File: src/rtl/mem_bus_pkg.sv
// Shared types and constants for the two-cache main-memory arbiter.
package mem_bus_pkg;

    localparam int NUM_REQ    = 2;
    localparam int DEF_ADDR_W = 4;
    localparam int DEF_DATA_W = 32;

    typedef enum logic [1:0] {
        IDLE   = 2'd0,
        ACCESS = 2'd1,
        WAIT   = 2'd2,
        DONE   = 2'd3
    } arb_state_e;

    function automatic logic [NUM_REQ-1:0] owner_onehot(input logic idx);
        owner_onehot = idx ? 2'b10 : 2'b01;
    endfunction

endpackage

File: src/rtl/mem_bus_arbiter_rr_pick2.sv
// Combinational 2-way round-robin picker. With MEM_BUS_ARBITER_WB_PRIO_EN defined,
// a lone write-back beats a read when both caches request.
module rr_pick2
    import mem_bus_pkg::*;
(
    input  logic [NUM_REQ-1:0] req,
    input  logic [NUM_REQ-1:0] we,
    input  logic               ptr,
    output logic               winner,
    output logic               valid
);

`ifndef MEM_BUS_ARBITER_WB_PRIO_EN
    logic unused_we_s;
    assign unused_we_s = ^we;
`endif

    // Winner selection: lone requester wins outright, contention resolved by pointer
    always_comb begin
        winner = 1'b0;
        valid  = 1'b0;
        case (req)
            2'b01: begin
                winner = 1'b0;
                valid  = 1'b1;
            end
            2'b10: begin
                winner = 1'b1;
                valid  = 1'b1;
            end
            2'b11: begin
                valid = 1'b1;
`ifdef MEM_BUS_ARBITER_WB_PRIO_EN
                if (we[0] != we[1]) begin
                    winner = we[1];
                end else begin
                    winner = ptr;
                end
`else
                winner = ptr;
`endif
            end
            default: begin
                winner = 1'b0;
                valid  = 1'b0;
            end
        endcase
    end

endmodule

File: src/rtl/mem_bus_arbiter.sv
// Two-cache arbiter for a single-port main memory with fixed latency.
// Optional write-back priority is enabled by defining MEM_BUS_ARBITER_WB_PRIO_EN.
module mem_bus_arbiter
    import mem_bus_pkg::*;
#(
    parameter int ADDR_W  = DEF_ADDR_W,
    parameter int DATA_W  = DEF_DATA_W,
    parameter int MEM_LAT = 2
)(
    input  logic                           clk,
    input  logic                           reset,
    input  logic [NUM_REQ-1:0]             req,
    input  logic [NUM_REQ-1:0]             we,
    input  logic [NUM_REQ-1:0][ADDR_W-1:0] addr,
    input  logic [NUM_REQ-1:0][DATA_W-1:0] wdata,
    output logic [NUM_REQ-1:0]             gnt,
    output logic [NUM_REQ-1:0]             done,
    output logic [DATA_W-1:0]              rdata,
    output logic                           mem_en,
    output logic                           mem_we,
    output logic [ADDR_W-1:0]              mem_addr,
    output logic [DATA_W-1:0]              mem_wdata,
    input  logic [DATA_W-1:0]              mem_rdata,
    output logic                           busy
);

    localparam logic [2:0] WAIT_LOAD = 3'(MEM_LAT - 1);

    arb_state_e          state_r, state_s;
    logic                ptr_r, ptr_s;
    logic [2:0]          cnt_r, cnt_s;
    logic                owner_r, owner_s;
    logic                lat_we_r, lat_we_s;
    logic [NUM_REQ-1:0]  gnt_r, gnt_s;
    logic [NUM_REQ-1:0]  done_r, done_s;
    logic [DATA_W-1:0]   rdata_r, rdata_s;
    logic                mem_en_r, mem_en_s;
    logic                mem_we_r, mem_we_s;
    logic [ADDR_W-1:0]   mem_addr_r, mem_addr_s;
    logic [DATA_W-1:0]   mem_wdata_r, mem_wdata_s;
    logic                busy_r, busy_s;
    logic                pick_winner_s;
    logic                pick_valid_s;

    rr_pick2 u_pick (
        .req    (req),
        .we     (we),
        .ptr    (ptr_r),
        .winner (pick_winner_s),
        .valid  (pick_valid_s)
    );

    // Next-state and next-output decode; the ACCESS-cycle output registers act as the request latch
    always_comb begin
        state_s     = state_r;
        ptr_s       = ptr_r;
        cnt_s       = cnt_r;
        owner_s     = owner_r;
        lat_we_s    = lat_we_r;
        gnt_s       = 2'b00;
        done_s      = 2'b00;
        rdata_s     = rdata_r;
        mem_en_s    = 1'b0;
        mem_we_s    = 1'b0;
        mem_addr_s  = '0;
        mem_wdata_s = '0;
        busy_s      = 1'b0;
        case (state_r)
            IDLE: begin
                if (pick_valid_s) begin
                    state_s     = ACCESS;
                    owner_s     = pick_winner_s;
                    ptr_s       = ~pick_winner_s;
                    lat_we_s    = we[pick_winner_s];
                    gnt_s       = owner_onehot(pick_winner_s);
                    mem_en_s    = 1'b1;
                    mem_we_s    = we[pick_winner_s];
                    mem_addr_s  = addr[pick_winner_s];
                    mem_wdata_s = wdata[pick_winner_s];
                    busy_s      = 1'b1;
                end else begin
                    state_s = IDLE;
                end
            end
            ACCESS: begin
                state_s = WAIT;
                cnt_s   = WAIT_LOAD;
                gnt_s   = owner_onehot(owner_r);
                busy_s  = 1'b1;
            end
            WAIT: begin
                gnt_s  = owner_onehot(owner_r);
                busy_s = 1'b1;
                if (cnt_r == 3'd0) begin
                    state_s = DONE;
                    done_s  = owner_onehot(owner_r);
                    if (!lat_we_r) begin
                        rdata_s = mem_rdata;
                    end else begin
                        rdata_s = rdata_r;
                    end
                end else begin
                    cnt_s = cnt_r - 3'd1;
                end
            end
            DONE: begin
                state_s = IDLE;
            end
            default: begin
                state_s = IDLE;
            end
        endcase
    end

    // State and output registers
    always_ff @(posedge clk or negedge reset) begin
        if (!reset) begin
            state_r     <= IDLE;
            ptr_r       <= 1'b0;
            cnt_r       <= 3'd0;
            owner_r     <= 1'b0;
            lat_we_r    <= 1'b0;
            gnt_r       <= 2'b00;
            done_r      <= 2'b00;
            rdata_r     <= '0;
            mem_en_r    <= 1'b0;
            mem_we_r    <= 1'b0;
            mem_addr_r  <= '0;
            mem_wdata_r <= '0;
            busy_r      <= 1'b0;
        end else begin
            state_r     <= state_s;
            ptr_r       <= ptr_s;
            cnt_r       <= cnt_s;
            owner_r     <= owner_s;
            lat_we_r    <= lat_we_s;
            gnt_r       <= gnt_s;
            done_r      <= done_s;
            rdata_r     <= rdata_s;
            mem_en_r    <= mem_en_s;
            mem_we_r    <= mem_we_s;
            mem_addr_r  <= mem_addr_s;
            mem_wdata_r <= mem_wdata_s;
            busy_r      <= busy_s;
        end
    end

    assign gnt       = gnt_r;
    assign done      = done_r;
    assign rdata     = rdata_r;
    assign mem_en    = mem_en_r;
    assign mem_we    = mem_we_r;
    assign mem_addr  = mem_addr_r;
    assign mem_wdata = mem_wdata_r;
    assign busy      = busy_r;

endmodule

File: config.mk
export PLATFORM = sky130hd
export DESIGN_NAME = mem_bus_arbiter
export DESIGN_NICKNAME = d
export VERILOG_FILES = /design/src/rtl/mem_bus_pkg.sv /design/src/rtl/mem_bus_arbiter_rr_pick2.sv /design/src/rtl/mem_bus_arbiter.sv
export SDC_FILE = /design/constraint.sdc
export NUM_CORES = 1
export LEC_CHECK = 0
export BUFFER_PORTS_ARGS = -buffer_cell sky130_fd_sc_hd__buf_2
export CAP_MARGIN = 30
export CORE_MARGIN = 2
export CORE_UTILIZATION = 40
export DETAILED_ROUTE_END_ITERATION = 12
export PLACE_DENSITY_LB_ADDON = 0.1
export SETUP_SLACK_MARGIN = 0.2
export SLEW_MARGIN = 40
export SYNTH_ARGS = -nofsm -noshare
export SYNTH_HDL_FRONTEND = slang
export SYNTH_SLANG_ARGS = --single-unit
File: constraint.sdc
create_clock -name clk -period 2 [get_ports clk]
set_input_delay 0.4 -clock clk [delete_from_list [all_inputs] [get_ports clk]]
set_output_delay 0.4 -clock clk [all_outputs]
set_load 0.01 [all_outputs]
==> impl_results.md, run 1 <==
* Outcome: complete, no violations
* Combinational Power Share at 0.411
* Multiplexer area fraction after synthesis at 0.133
* Net count of the finished layout at 602
* Fin crit share at 0.858
* Starting Density at 0.410
* Worst R2R Path Depth at 7
* Number of max-slew violations in the final report at 0
* Commonest non-fill, non-tap cell in the layout: sky130_fd_sc_hd__buf_2
* Delay-heaviest family, CP: flip-flops
* Min Tclk post-route at between 1.5 and 2 ns
* Total negative slack at 0 ns
* Top library cells by usage in the layout, fill and taps aside: sky130_fd_sc_hd__buf_2, sky130_fd_sc_hd__dfrtp_1, sky130_fd_sc_hd__o21ai_0
* Routed Wire Length at 8970 microns
* Max_cap viols at 0
* CP Capture Type: flip-flop
* Total iterations of the first detailed-routing run at 4
* Remaining antenna violation count at 0
* Buffer and inverter count on the worst path at 2
* Power Internal at between 4 and 5 mW
* Synth unique cells at 28
* Leakage Power at about 2.6 nW
* Sw frac at 0.338
* Count of buffers inserted at the top-level ports at roughly 180
* Dpl hpwl at 6380 microns
* Endpoint of the most critical register-to-register path: rdata[22]$_DFFE_PN0P_
* Cts bufs inserted at 9
* Later-pin clock latency in the skew report at 0.34 ns
* Area of the die at approximately 9700 sq um
* Post-synthesis to final-layout area growth at 37.2%
* Amount of wire on met2 after detailed routing at 4060 microns
* Net Count, Synth at ~420
* Final setup viols at 0
* Sequential fraction of the synthesis area at 0.583
* Number of antenna violations at the first check in global routing at 0
* Via-per-instance ratio at about 4.9
* Maximum number of pins on one net before global-route repair at 52
* Max Buffers Root-to-Sink at 2
* Max Clk Rate at 583 MHz
* Mapped cell area at 3560 sq um
* CTS sink count at 83
* Placer's final routability congestion estimate at approximately 0.77
* Die Wd at around 100 microns
* Critical path launch point type: flip-flop
* Synthesis Warnings at 0
* Dominant combinational cell family by area after synthesis: multiplexers
* Footprint of the multi-input gates at between 1000 and 1500 sq um
* Max transition margin at 0.551
* #FFs+latches synth at a little over 80
* Synthesized-area fraction occupied by and/or/nand/nor cells at 0.0808
* Critical path, cell by cell: inv_1 -> ha_1 -> ha_4 -> nand2_2 -> or2_4 -> buf_12 -> mux2_4
* Overflow left after global routing at 0
* Wire length on met1 at 3990 microns
* Post-detailed-route wirelength per cell at 15.0 microns
* Cells after synthesis at 300
* Max FO, Critical Path at 16
* Setup slack of the critical path after layout at about 0.28 ns
* Compound-cell area share of the yosys netlist at 0.128
* DRC viols at 0
* Setup repair after global routing missed its margin: false
* Number of rows in the core area at 34
* Power per unit of standard cell area at roughly 1400 nW/um^2
* Actual slew at the worst max-slew pin at about 0.67 ns
* Required time of the critical path at about 2.2 ns
* Clock input transition at the sequential cells of the worst setup and hold paths at roughly 0.08 ns
* Longest individual stage delay on the worst path at ~0.39 ns
* Flop pwr share at 0.387
* Register cell area after layout at approximately 2100 sq um
* Wire length of the first global-routing pass at 14,700 microns
* Depth of the CTS H-tree at 3
* XOR/XNOR share of the synthesized area at 0
* Setup Skew at between 0.008 and 0.009 ns
* Number of global-route vias before repair at roughly 3k
* Path class of the lowest-slack min-delay path: in2async
* Setup Crit Path Kind: reg2reg
* Core area at slightly below 9000 sq um
* Root buffer cell: sky130_fd_sc_hd__clkbuf_8
* Met3 wire length at approximately 750 microns
* Share of final-layout standard cells stronger than drive strength 1 at 0.518
* GRT Total Usage at 0.190
* Average cell area after synthesis at about 12 sq um
* Peak VDD IR at 0.000505 V
* Uppermost metal layer occupied by signal nets: met4
* First DRT Iteration DRCs at 117
* Startpoint of the lowest-slack register-to-register path: cnt_r[0]$_DFFE_PN0P_
* I/O pin total at 185
* Worst-case setup slack after placement at approximately 0.15 ns
* Psw at approximately 2.3 mW
* Register-to-register path setup slack at roughly 0.28 ns
* Die H at approximately 100 microns
* Filler cell count at roughly 810
* Number of antenna cells inserted at 0
* Hold violation count in the final report at 0
* Post-CTS Hold Buffers at 0
* CTS tree: done
* Count of vias placed by the detailed router at 2,911
* Share of total power in the clock network at 0.201
* Critical-path top delay cell: sky130_fd_sc_hd__dfrtp_1
* Data arrival, critical path at between 1.5 and 2 ns
* Adder-Cell Fraction of Synth Area at 0.0246
[stage by stage]
step	total power [mW]	cells	cell area [sq um]	utilization	hold WS, ns
3_5_place_dp	5.30	581	4600	0.530	0.486
6_report	6.67	598	4880	0.563	0.0793
3_3_place_gp	5.26	581	4600	0.530	0.476
2_1_floorplan	4.29	300	3560	-	0.104
5_1_grt	7.15	598	4880	0.563	0.126
4_1_cts	6.74	598	4880	0.563	0.100
[worst max-delay path by stage]
stage	slack [ns]	from	to	depth (start not counted)
floorplan	0.27	cnt_r[0]$_DFFE_PN0P_	rdata[0]$_DFFE_PN0P_	8
global placement	0.20	cnt_r[0]$_DFFE_PN0P_	rdata[29]$_DFFE_PN0P_	7
detailed placement	0.15	state_r[0]$_DFFE_PN0P_	rdata[22]$_DFFE_PN0P_	6
CTS	0.27	cnt_r[0]$_DFFE_PN0P_	rdata[22]$_DFFE_PN0P_	7
global route	0.21	cnt_r[0]$_DFFE_PN0P_	rdata[13]$_DFFE_PN0P_	7
finish	0.28	cnt_r[0]$_DFFE_PN0P_	rdata[22]$_DFFE_PN0P_	7
[state kept, by name (all words and copies together), names as in the netlist]
signal and cells:
mem_wdata 32, lat_we_r 1, ptr_r 1, gnt 2, mem_addr 4, cnt_r 3, mem_we 1, rdata 32
busy 1, mem_en 1, done 2, state_r 2, owner_r 1
[power groups by stage]
| stage | clock (mW) | sequential (mW) | combinational, mW |
|---|---|---|---|
| floorplan | 0 | 2.90 | 1.39 |
| global placement | 0 | 2.62 | 2.64 |
| detailed placement | 0 | 2.61 | 2.69 |
| CTS | 1.38 | 2.59 | 2.78 |
| global route | 1.46 | 2.67 | 3.02 |
| finish | 1.34 | 2.58 | 2.74 |
[per-layer routing]
metal | vias to the layer above | track usage
met5 | - | 0
met4 | 0 | 0.0685
met3 | 15 | 0.0565
met2 | 125 | 0.292
met1 | 1358 | 0.257
li1 | 1413 | -
[area by class of cell]
class                   count  area share
clock buffers              10      0.0282
clock inverters             6      0.0179
inverters                   7     0.00538
multi-input cells         186       0.276
flip-flops and latches     83       0.425
well taps                 108      0.0277
repair buffers            198       0.220
[worst register-to-register path, cell delays in order (launching register included)]
cell                      delay, ns
sky130_fd_sc_hd__dfrtp_1       0.39
sky130_fd_sc_hd__inv_1         0.06
sky130_fd_sc_hd__ha_1          0.18
sky130_fd_sc_hd__ha_4          0.17
sky130_fd_sc_hd__nand2_2       0.06
sky130_fd_sc_hd__or2_4         0.26
sky130_fd_sc_hd__buf_12        0.17
sky130_fd_sc_hd__mux2_4        0.31
[cell families after synthesis]
| group | count (synthesis) |
|---|---|
| AOI/OAI and AO/OA | 88 |
| adders and majority gates | 7 |
| buffers and inverters | 31 |
| DFF | 83 |
| muxes | 32 |
| and+or+nand+nor | 59 |
[synthesized netlist by cell type]
cell type                   count  area [sq um]
sky130_fd_sc_hd__nand3_1       37           185
sky130_fd_sc_hd__nor2_1         7          26.3
sky130_fd_sc_hd__mux2_2         2          22.5
sky130_fd_sc_hd__mux2_4        30           450
sky130_fd_sc_hd__nand2_2        1          6.26
sky130_fd_sc_hd__nand2b_1       2          12.5
sky130_fd_sc_hd__nor2b_1        1          6.26
sky130_fd_sc_hd__clkbuf_2       2          10.0
sky130_fd_sc_hd__ha_1           7          87.6
sky130_fd_sc_hd__a21oi_1       39           195
sky130_fd_sc_hd__and3_2         1          7.51
sky130_fd_sc_hd__or2b_1         1          7.51
sky130_fd_sc_hd__a22o_2         1          10.0
sky130_fd_sc_hd__buf_12         3          60.1
sky130_fd_sc_hd__o2bb2ai_1      1          8.76
sky130_fd_sc_hd__dfrtp_1       83          2080
sky130_fd_sc_hd__a31oi_1        1          6.26
sky130_fd_sc_hd__inv_1          7          26.3
sky130_fd_sc_hd__o21ai_0       43           215
sky130_fd_sc_hd__buf_6          1          11.3
sky130_fd_sc_hd__or2_1          1          6.26
sky130_fd_sc_hd__a32oi_1        1          8.76
sky130_fd_sc_hd__buf_2          2          10.0
sky130_fd_sc_hd__clkbuf_1      14          52.6
sky130_fd_sc_hd__buf_1          2          7.51
sky130_fd_sc_hd__o31ai_1        1          7.51
sky130_fd_sc_hd__nand2_1        8          30.0
sky130_fd_sc_hd__o21ai_1        1          5.00
[repair_timing]
item,in CTS,in global routing
endpoints found under the setup margin,32,0
gates resized for setup,6,0
buffers inserted,0,0
(Power assumes the default switching activity.)
==> run 2, diff against run 1 <==
--- a/config.mk
+++ b/config.mk
@@ -5,6 +5,7 @@
 export SDC_FILE = /design/constraint.sdc
 export NUM_CORES = 1
 export LEC_CHECK = 0
+export ABC_AREA = 1
 export BUFFER_PORTS_ARGS = -buffer_cell sky130_fd_sc_hd__buf_2
 export CAP_MARGIN = 30
 export CORE_MARGIN = 2
@@ -16,3 +17,4 @@
 export SYNTH_ARGS = -nofsm -noshare
 export SYNTH_HDL_FRONTEND = slang
 export SYNTH_SLANG_ARGS = --single-unit
+export TNS_END_PERCENT = 20
==> impl_results.md, run 2 <==
* Outcome: complete, no violations (unchanged)
* Die Wd at 101 microns (was 98.3 microns)
* Final setup viols at 0 (unchanged)
* Actual slew at the worst max-slew pin at 0.564 ns (was 0.674 ns)
* Data arrival, critical path at 1.92 ns (was 1.94 ns)
* Via-per-instance ratio at 4.51 (was 4.87)
* Area share of the leading cell type in the synthesized netlist at 0.557 (was 0.583)
* Cell type contributing the most total cell area after synthesis: sky130_fd_sc_hd__dfrtp_1 (unchanged)
* Wire length of the first global-routing pass at 14,400 microns (was 14,700 microns)
* Dpl hpwl at 6480 microns (was 6380 microns)
* Setup Skew at 0.00994 ns (was 0.00833 ns)
* Number of global-route vias before repair at 3,121 (was 2,967)
* DRC viols at 0 (unchanged)
* Cells after synthesis at 403 (was 300)
* Count of buffers inserted at the top-level ports at 184 (unchanged)
* Average cell area after synthesis at 9.26 sq um (was 11.9 sq um)
* #FFs+latches synth at 83 (unchanged)
* Later-pin clock latency in the skew report at 0.35 ns (was 0.34 ns)
* Number of rows in the core area at 35 (was 34)
* Depth of the CTS H-tree at 3 (unchanged)
* Sequential fraction of the synthesis area at 0.557 (was 0.583)
* Max Clk Rate at 603 MHz (was 583 MHz)
* CTS tree: done (unchanged)
* Most common cell on crit path: sky130_fd_sc_hd__inv_1
* Max transition margin at 0.624 (was 0.551)
* Max_cap viols at 0 (unchanged)
* Peak VDD IR at 0.000569 V (was 0.000505 V)
* Total setup buffers inserted after CTS at 0 (unchanged)
* Worst-case setup slack after placement at 0.192 ns (was 0.148 ns)
* Setup slack of the critical path after layout at 0.340 ns (was 0.285 ns)
* Most numerous cell in the Yosys netlist: sky130_fd_sc_hd__nand2_1 (was sky130_fd_sc_hd__dfrtp_1)
* Longest individual stage delay on the worst path at 0.41 ns (was 0.39 ns)
* CP Capture Type: flip-flop (unchanged)
* Number of antenna violations at the first check in global routing at 1 (was 0)
* Max FO, Critical Path at 20 (was 16)
* Commonest cells in the netlist: sky130_fd_sc_hd__nand2_1, sky130_fd_sc_hd__dfrtp_1, sky130_fd_sc_hd__nor2_1 (was sky130_fd_sc_hd__dfrtp_1, sky130_fd_sc_hd__o21ai_0, sky130_fd_sc_hd__a21oi_1)
* Cts bufs inserted at 9 (unchanged)
* Flip-flop cell with the highest count after synthesis: sky130_fd_sc_hd__dfrtp_1 (unchanged)
* Power per unit of standard cell area at 1340 nW/um^2 (was 1370 nW/um^2)
* Top library cells by usage in the layout, fill and taps aside: sky130_fd_sc_hd__buf_2, sky130_fd_sc_hd__nand2_1, sky130_fd_sc_hd__dfrtp_1 (was sky130_fd_sc_hd__buf_2, sky130_fd_sc_hd__dfrtp_1, sky130_fd_sc_hd__o21ai_0)
* Total negative slack at 0 ns (unchanged)
* Starting Density at 0.408 (was 0.410)
* Synthesis Warnings at 0 (unchanged)
* CTS sink count at 83 (unchanged)
* Remaining antenna violation count at 0 (unchanged)
* Synth unique cells at 19 (was 28)
* Hold violation count in the final report at 0 (unchanged)
* Number of max-slew violations in the final report at 0 (unchanged)
* Sw frac at 0.379 (was 0.338)
* Post-synthesis to final-layout area growth at 33.5% (was 37.2%)
* Routed Wire Length at 9020 microns (was 8970 microns)
* Mapped cell area at 3730 sq um (was 3560 sq um)
* Count of vias placed by the detailed router at 3,171 (was 2,911)
* Clock input transition at the sequential cells of the worst setup and hold paths at 0.09 ns (was 0.08 ns)
* Overflow left after global routing at 0 (unchanged)
* Share of final-layout standard cells stronger than drive strength 1 at 0.413 (was 0.518)
* Flop pwr share at 0.392 (was 0.387)
* Setup Crit Path Kind: reg2reg (unchanged)
* Power Internal at 4.15 mW (was 4.41 mW)
* Psw at 2.54 mW (was 2.25 mW)
* Critical path launch point type: flip-flop (unchanged)
* Top cells by area in the synthesized netlist: sky130_fd_sc_hd__dfrtp_1, sky130_fd_sc_hd__nand2_1, sky130_fd_sc_hd__nor2_1, sky130_fd_sc_hd__o21ai_2, sky130_fd_sc_hd__nand3b_1 (was sky130_fd_sc_hd__dfrtp_1, sky130_fd_sc_hd__mux2_4, sky130_fd_sc_hd__o21ai_0, sky130_fd_sc_hd__a21oi_1, sky130_fd_sc_hd__nand3_1)
* Setup repair after global routing missed its margin: true (was false)
* Critical path, cell by cell: inv_1 -> ha_1 -> inv_1 -> nor2_4 -> buf_8 -> nand2_1 -> a21oi_1 (was inv_1 -> ha_1 -> ha_4 -> nand2_2 -> or2_4 -> buf_12 -> mux2_4)
* Die H at 101 microns (was 98.3 microns)
* Placer's final routability congestion estimate at 0.765 (was 0.774)
* Net count of the finished layout at 703 (was 602)
* Min Tclk post-route at 1.66 ns (was 1.72 ns)
* Post-synth ARST share at 1.00 (unchanged)
* Combinational Power Share at 0.420 (was 0.411)
* I/O pin total at 185 (unchanged)
* Post-Layout Cell Count at 703 (was 598)
* First DRT Iteration DRCs at 76 (was 117)
* Commonest non-fill, non-tap cell in the layout: sky130_fd_sc_hd__buf_2 (unchanged)
* Maximum number of pins on one net before global-route repair at 49 (was 52)
* Leakage Power at 2.85 nW (was 2.63 nW)
* Core area at 9150 sq um (was 8680 sq um)
* Net Count, Synth at 520 (was 417)
* Required time of the critical path at 2.26 ns (was 2.22 ns)
* Area of the die at 10,100 sq um (was 9670 sq um)
* Total iterations of the first detailed-routing run at 4 (unchanged)
* Critical-path top delay cell: sky130_fd_sc_hd__dfrtp_1 (unchanged)
* Post-detailed-route wirelength per cell at 12.8 microns (was 15.0 microns)
* Count of flip-flops with a built-in enable after synthesis at 0 (unchanged)
* Root buffer cell: sky130_fd_sc_hd__clkbuf_8 (unchanged)
* Fin crit share at 0.830 (was 0.858)
* Path class of the lowest-slack min-delay path: in2reg (was in2async)
* Share of total power in the clock network at 0.188 (was 0.201)
* Placed cells at 684 (was 581)
* GRT Total Usage at 0.181 (was 0.190)
* Max Buffers Root-to-Sink at 2 (unchanged)
## run 2: cells by family after synthesis
family                   share of synthesized area
adder cells (fa/ha/maj)                     0.0235
flip-flops                                   0.557
buffers and inverters                       0.0875
AND/OR/NAND/NOR                              0.242
AO/OA/AOI/OAI                               0.0905
## run 2: critical path, delay by kind of cell, from the launching register on
kind / cells / cell delay (ns)
adder cells (fa/ha/maj): 1 / 0.18
flip-flops: 1 / 0.41
AND/OR/NAND/NOR: 2 / 0.39
AO/OA/AOI/OAI: 1 / 0.14
buffers and inverters: 3 / 0.44
## run 2: layer usage
layer,part of all wire,vias to the layer above,GRT usage
met5,0,-,0
met4,0.021,0,0.0780
met3,0.071,13,0.0437
met2,0.49,115,0.309
met1,0.42,1435,0.217
li1,-,1608,-
## run 2: cell type report
type | count | area, sq um
Clock inverter | 5 | 60.1
Antenna cell | 1 | 2.50
Multi-Input combinational cell | 253 | 1340
Inverter | 46 | 173
Tap cell | 111 | 139
Sequential cell | 83 | 2080
Timing Repair Buffer | 193 | 1040
Fill cell | 876 | 4170
Clock buffer | 11 | 151
## run 2: worst paths after layout
kind / from / endpoint / slack, ns / cells past startpoint
min reg2reg: owner_r$_DFFE_PN0P_ / done[0]$_DFF_PN0_ / 0.46 / 1
min: wdata[29] / mem_wdata[29]$_DFF_PN0_ / 0.28 / 3
max: state_r[0]$_DFFE_PN0P_ / gnt[0]$_DFF_PN0_ / 0.34 / 7
max reg2reg: state_r[0]$_DFFE_PN0P_ / gnt[0]$_DFF_PN0_ / 0.34 / 7
max in group asynchronous: reset / mem_addr[3]$_DFF_PN0_ / 0.89 / 3
min in group asynchronous: reset / rdata[30]$_DFFE_PN0P_ / 0.52 / 2
## run 2: through the flow
stage                     power (mW)  instance area (sq um)   util  hold slack (ns)
final                           6.69                   4980  0.544            0.284
after floorplan                 4.43                   3730      -            0.104
after detailed placement        5.48                   4750  0.519            0.361
after CTS                       6.78                   4980  0.544            0.263
after global placement          5.38                   4730  0.517            0.362
after global routing            7.24                   4980  0.544            0.276
## run 2: repair_timing
| item | CTS | global route |
|---|---|---|
| pin swaps | 1 | 0 |
| hold endpoints to repair | 29 | 0 |
| cloned | 1 | 0 |
| hold buffers | 1 | 0 |
| gates resized for setup | 0 | 1 |
| setup endpoints to repair | 1 | 31 |
## run 2: power by group through the flow
stage               Combinational, mW  Sequential [mW]  Clock, mW
floorplan                        1.47             2.96          0
global placement                 2.75             2.63          0
detailed placement               2.83             2.65          0
CTS                              2.85             2.62       1.31
global route                     3.18             2.70       1.36
finish                           2.81             2.62       1.26
==> run 3, diff against run 2 <==
==> constraint.sdc (replaced) <==
create_clock -name clk -period 1.4 [get_ports clk]
set_input_delay 0.28 -clock clk [delete_from_list [all_inputs] [get_ports clk]]
set_output_delay 0.28 -clock clk [all_outputs]
set_load 0.01 [all_outputs]
==> impl_results.md, run 3 (synthesis gave the netlist of run 2 again) <==
* Number of antenna cells inserted at 0 (was 1)
* Setup Crit Path Kind: reg2reg (unchanged)
* Post-Layout Cell Count at 728 (was 703)
* Clock input transition at the sequential cells of the worst setup and hold paths at 0.08 ns (was 0.09 ns)
* Overflow left after global routing at 0 (unchanged)
* Critical path launch point type: flip-flop (unchanged)
* Wire length of the first global-routing pass at 15,000 microns (was 14,400 microns)
* Max Clk Rate at 667 MHz (was 603 MHz)
* Path class of the lowest-slack min-delay path: in2reg (unchanged)
* Post-synthesis to final-layout area growth at 50.9% (was 33.5%)
* Met3 wire length at 685 microns (was 636 microns)
* Critical path origin: cnt_r[1]$_DFFE_PN0P_ (was state_r[0]$_DFFE_PN0P_)
* Buffer and inverter count on the worst path at 2 (was 3)
* Most common cell on crit path: sky130_fd_sc_hd__ha_4 (was sky130_fd_sc_hd__inv_1)
* CTS sink count at 83 (unchanged)
* Number of rows in the core area at 35 (unchanged)
* Peak VDD IR at 0.00103 V (was 0.000569 V)
* Violations in the final reports: negative setup slack
* Via-per-instance ratio at 4.60 (was 4.51)
* Setup Skew at 0.0112 ns (was 0.00994 ns)
* CTS tree: done (unchanged)
* Required time of the critical path at 1.64 ns (was 2.26 ns)
* Die H at 101 microns (unchanged)
* Uppermost metal layer occupied by signal nets: met4 (unchanged)
* GRT Total Usage at 0.189 (was 0.181)
* Post-detailed-route wirelength per cell at 13.8 microns (was 12.8 microns)
* Net count of the finished layout at 729 (was 703)
* Number of antenna violations at the first check in global routing at 0 (was 1)
* Post-layout power at 11.0 mW (was 6.69 mW)
* Wire length on met1 at 4110 microns (was 3800 microns)
* Min Tclk post-route at 1.50 ns (was 1.66 ns)
* Power per unit of standard cell area at 1960 nW/um^2 (was 1340 nW/um^2)
* Cts bufs inserted at 9 (unchanged)
* Max FO, Critical Path at 6 (was 20)
* Placer's final routability congestion estimate at 0.830 (was 0.765)
* Max Buffers Root-to-Sink at 2 (unchanged)
* Min-delay src: wdata[28] (was wdata[29])
* DP Area at 4920 sq um (was 4750 sq um)
* Dpl hpwl at 6880 microns (was 6480 microns)
* DRC viols at 0 (unchanged)
* Outcome: finished with violations (was complete, no violations)
* Data arrival, critical path at 1.74 ns (was 1.92 ns)
* First DRT Iteration DRCs at 73 (was 76)
* Core area at 9150 sq um (unchanged)
* Leakage Power at 3.07 nW (was 2.85 nW)
* Starting Density at 0.408 (unchanged)
* Total iterations of the first detailed-routing run at 4 (unchanged)
* Commonest non-fill, non-tap cell in the layout: sky130_fd_sc_hd__buf_2 (unchanged)
* Final setup viols at 32 (was 0)
* I/O pin total at 185 (unchanged)
* Fin crit share at 1.07 (was 0.830)
* Delay-heaviest family, CP: simple AND/OR/NAND/NOR gates (was buffers and inverters)
* Remaining antenna violation count at 0 (unchanged)
* Hold violation count in the final report at 0 (unchanged)
* Finished Cell Area at 5630 sq um (was 4980 sq um)
* Number of global-route vias before repair at 3,252 (was 3,121)
* Critical-path top delay cell: sky130_fd_sc_hd__dfrtp_1 (unchanged)
* Actual slew at the worst max-slew pin at 0.288 ns (was 0.564 ns)
* Setup repair after global routing missed its margin: true (unchanged)
* Hold Slack at 0.152 ns (was 0.284 ns)
* Root buffer cell: sky130_fd_sc_hd__clkbuf_8 (unchanged)
* Max_cap viols at 0 (unchanged)
* Longest individual stage delay on the worst path at 0.38 ns (was 0.41 ns)
* Share of final-layout standard cells stronger than drive strength 1 at 0.585 (was 0.413)
* Amount of wire on met2 after detailed routing at 5080 microns (was 4400 microns)
* CP Capture Type: flip-flop (unchanged)
* Register-to-register path setup slack at -0.10 ns (was 0.34 ns)
* Setup slack of the critical path after layout at -0.100 ns (was 0.340 ns)
* Filler cell count at 840 (was 876)
* Count of buffers inserted at the top-level ports at 184 (unchanged)
* Die Wd at 101 microns (unchanged)
* Later-pin clock latency in the skew report at 0.35 ns (about the same)
* Routed Wire Length at 10,000 microns (was 9020 microns)
* Placed cells at 702 (was 684)
* Max transition margin at 0.807 (was 0.624)
* Depth of the CTS H-tree at 3 (unchanged)
* Critical path, cell by cell: inv_2 -> ha_4 -> ha_4 -> nand2_4 -> or2_4 -> clkbuf_16 -> nand2_2 -> o21ai_2 (was inv_1 -> ha_1 -> inv_1 -> nor2_4 -> buf_8 -> nand2_1 -> a21oi_1)
* Area of the die at 10,100 sq um (unchanged)
* Startpoint of the lowest-slack register-to-register path: cnt_r[1]$_DFFE_PN0P_ (was state_r[0]$_DFFE_PN0P_)
* Maximum number of pins on one net before global-route repair at 32 (was 49)
* Top library cells by usage in the layout, fill and taps aside: sky130_fd_sc_hd__buf_2, sky130_fd_sc_hd__dfrtp_1, sky130_fd_sc_hd__nor2_1 (was sky130_fd_sc_hd__buf_2, sky130_fd_sc_hd__nand2_1, sky130_fd_sc_hd__dfrtp_1)
* Number of max-slew violations in the final report at 0 (unchanged)
* Count of vias placed by the detailed router at 3,347 (was 3,171)
==> run 3: repair_timing <==
item                                    CTS  global route
pin swaps                                75            29
buffers inserted                          0             2
resized for setup                        68            48
hold endpoints to repair                 15             0
cloned                                    1             6
endpoints found under the setup margin   79            91
hold buffers                              1             0
==> run 3: path summary, 6_finish.rpt <==
| path | endpoint | cells after the start |
|---|---|---|
| setup reg to reg | rdata[24]$_DFFE_PN0P_ | 8 |
| hold / removal | mem_wdata[28]$_DFF_PN0_ | 3 |
| max in group asynchronous | mem_wdata[13]$_DFF_PN0_ | 3 |
| min in group asynchronous | rdata[30]$_DFFE_PN0P_ | 2 |
| hold reg to reg | done[0]$_DFF_PN0_ | 1 |
| setup / recovery | rdata[24]$_DFFE_PN0P_ | 8 |
==> run 3: worst register-to-register path: cells and delay by family, from the launching register on <==
kind | cells | cell delay [ns]
adder cells (fa/ha/maj) | 2 | 0.28
AO/OA/AOI/OAI | 1 | 0.05
AND/OR/NAND/NOR | 3 | 0.43
buffers and inverters | 2 | 0.27
flip-flops | 1 | 0.38
==> run 3: stage by stage <==
stage               TNS [ns]  worst slack, ns   util
floorplan             -0.887          -0.0341      -
global placement       -2.79          -0.0974  0.538
detailed placement     -4.20           -0.145  0.538
CTS                    -1.45          -0.0649  0.585
global route           -4.70           -0.151  0.615
finish                 -2.34           -0.100  0.615
==> run 3: metal layers <==
metal  up-vias  global-route usage
li1       1660                   -
met1      1555               0.230
met2       116               0.319
met3        16              0.0562
met4         0              0.0643
met5         -                   0
==> run 3: where the power goes <==
group / switching [mW] / internal (mW) / total, mW
registers: 0.472 / 3.37 / 3.84
clock network: 0.854 / 0.928 / 1.78
logic: 2.90 / 2.49 / 5.39
==> run 3: layout make-up <==
class / count / area [sq um] / share of cell area
clock inverters: 3 / 46.3 / 0.00822
inverters: 46 / 175 / 0.0311
clock buffers: 13 / 159 / 0.0282
multi-input cells: 253 / 1650 / 0.294
flip-flops and latches: 83 / 2080 / 0.369
well taps: 111 / 139 / 0.0247
repair buffers: 219 / 1380 / 0.245
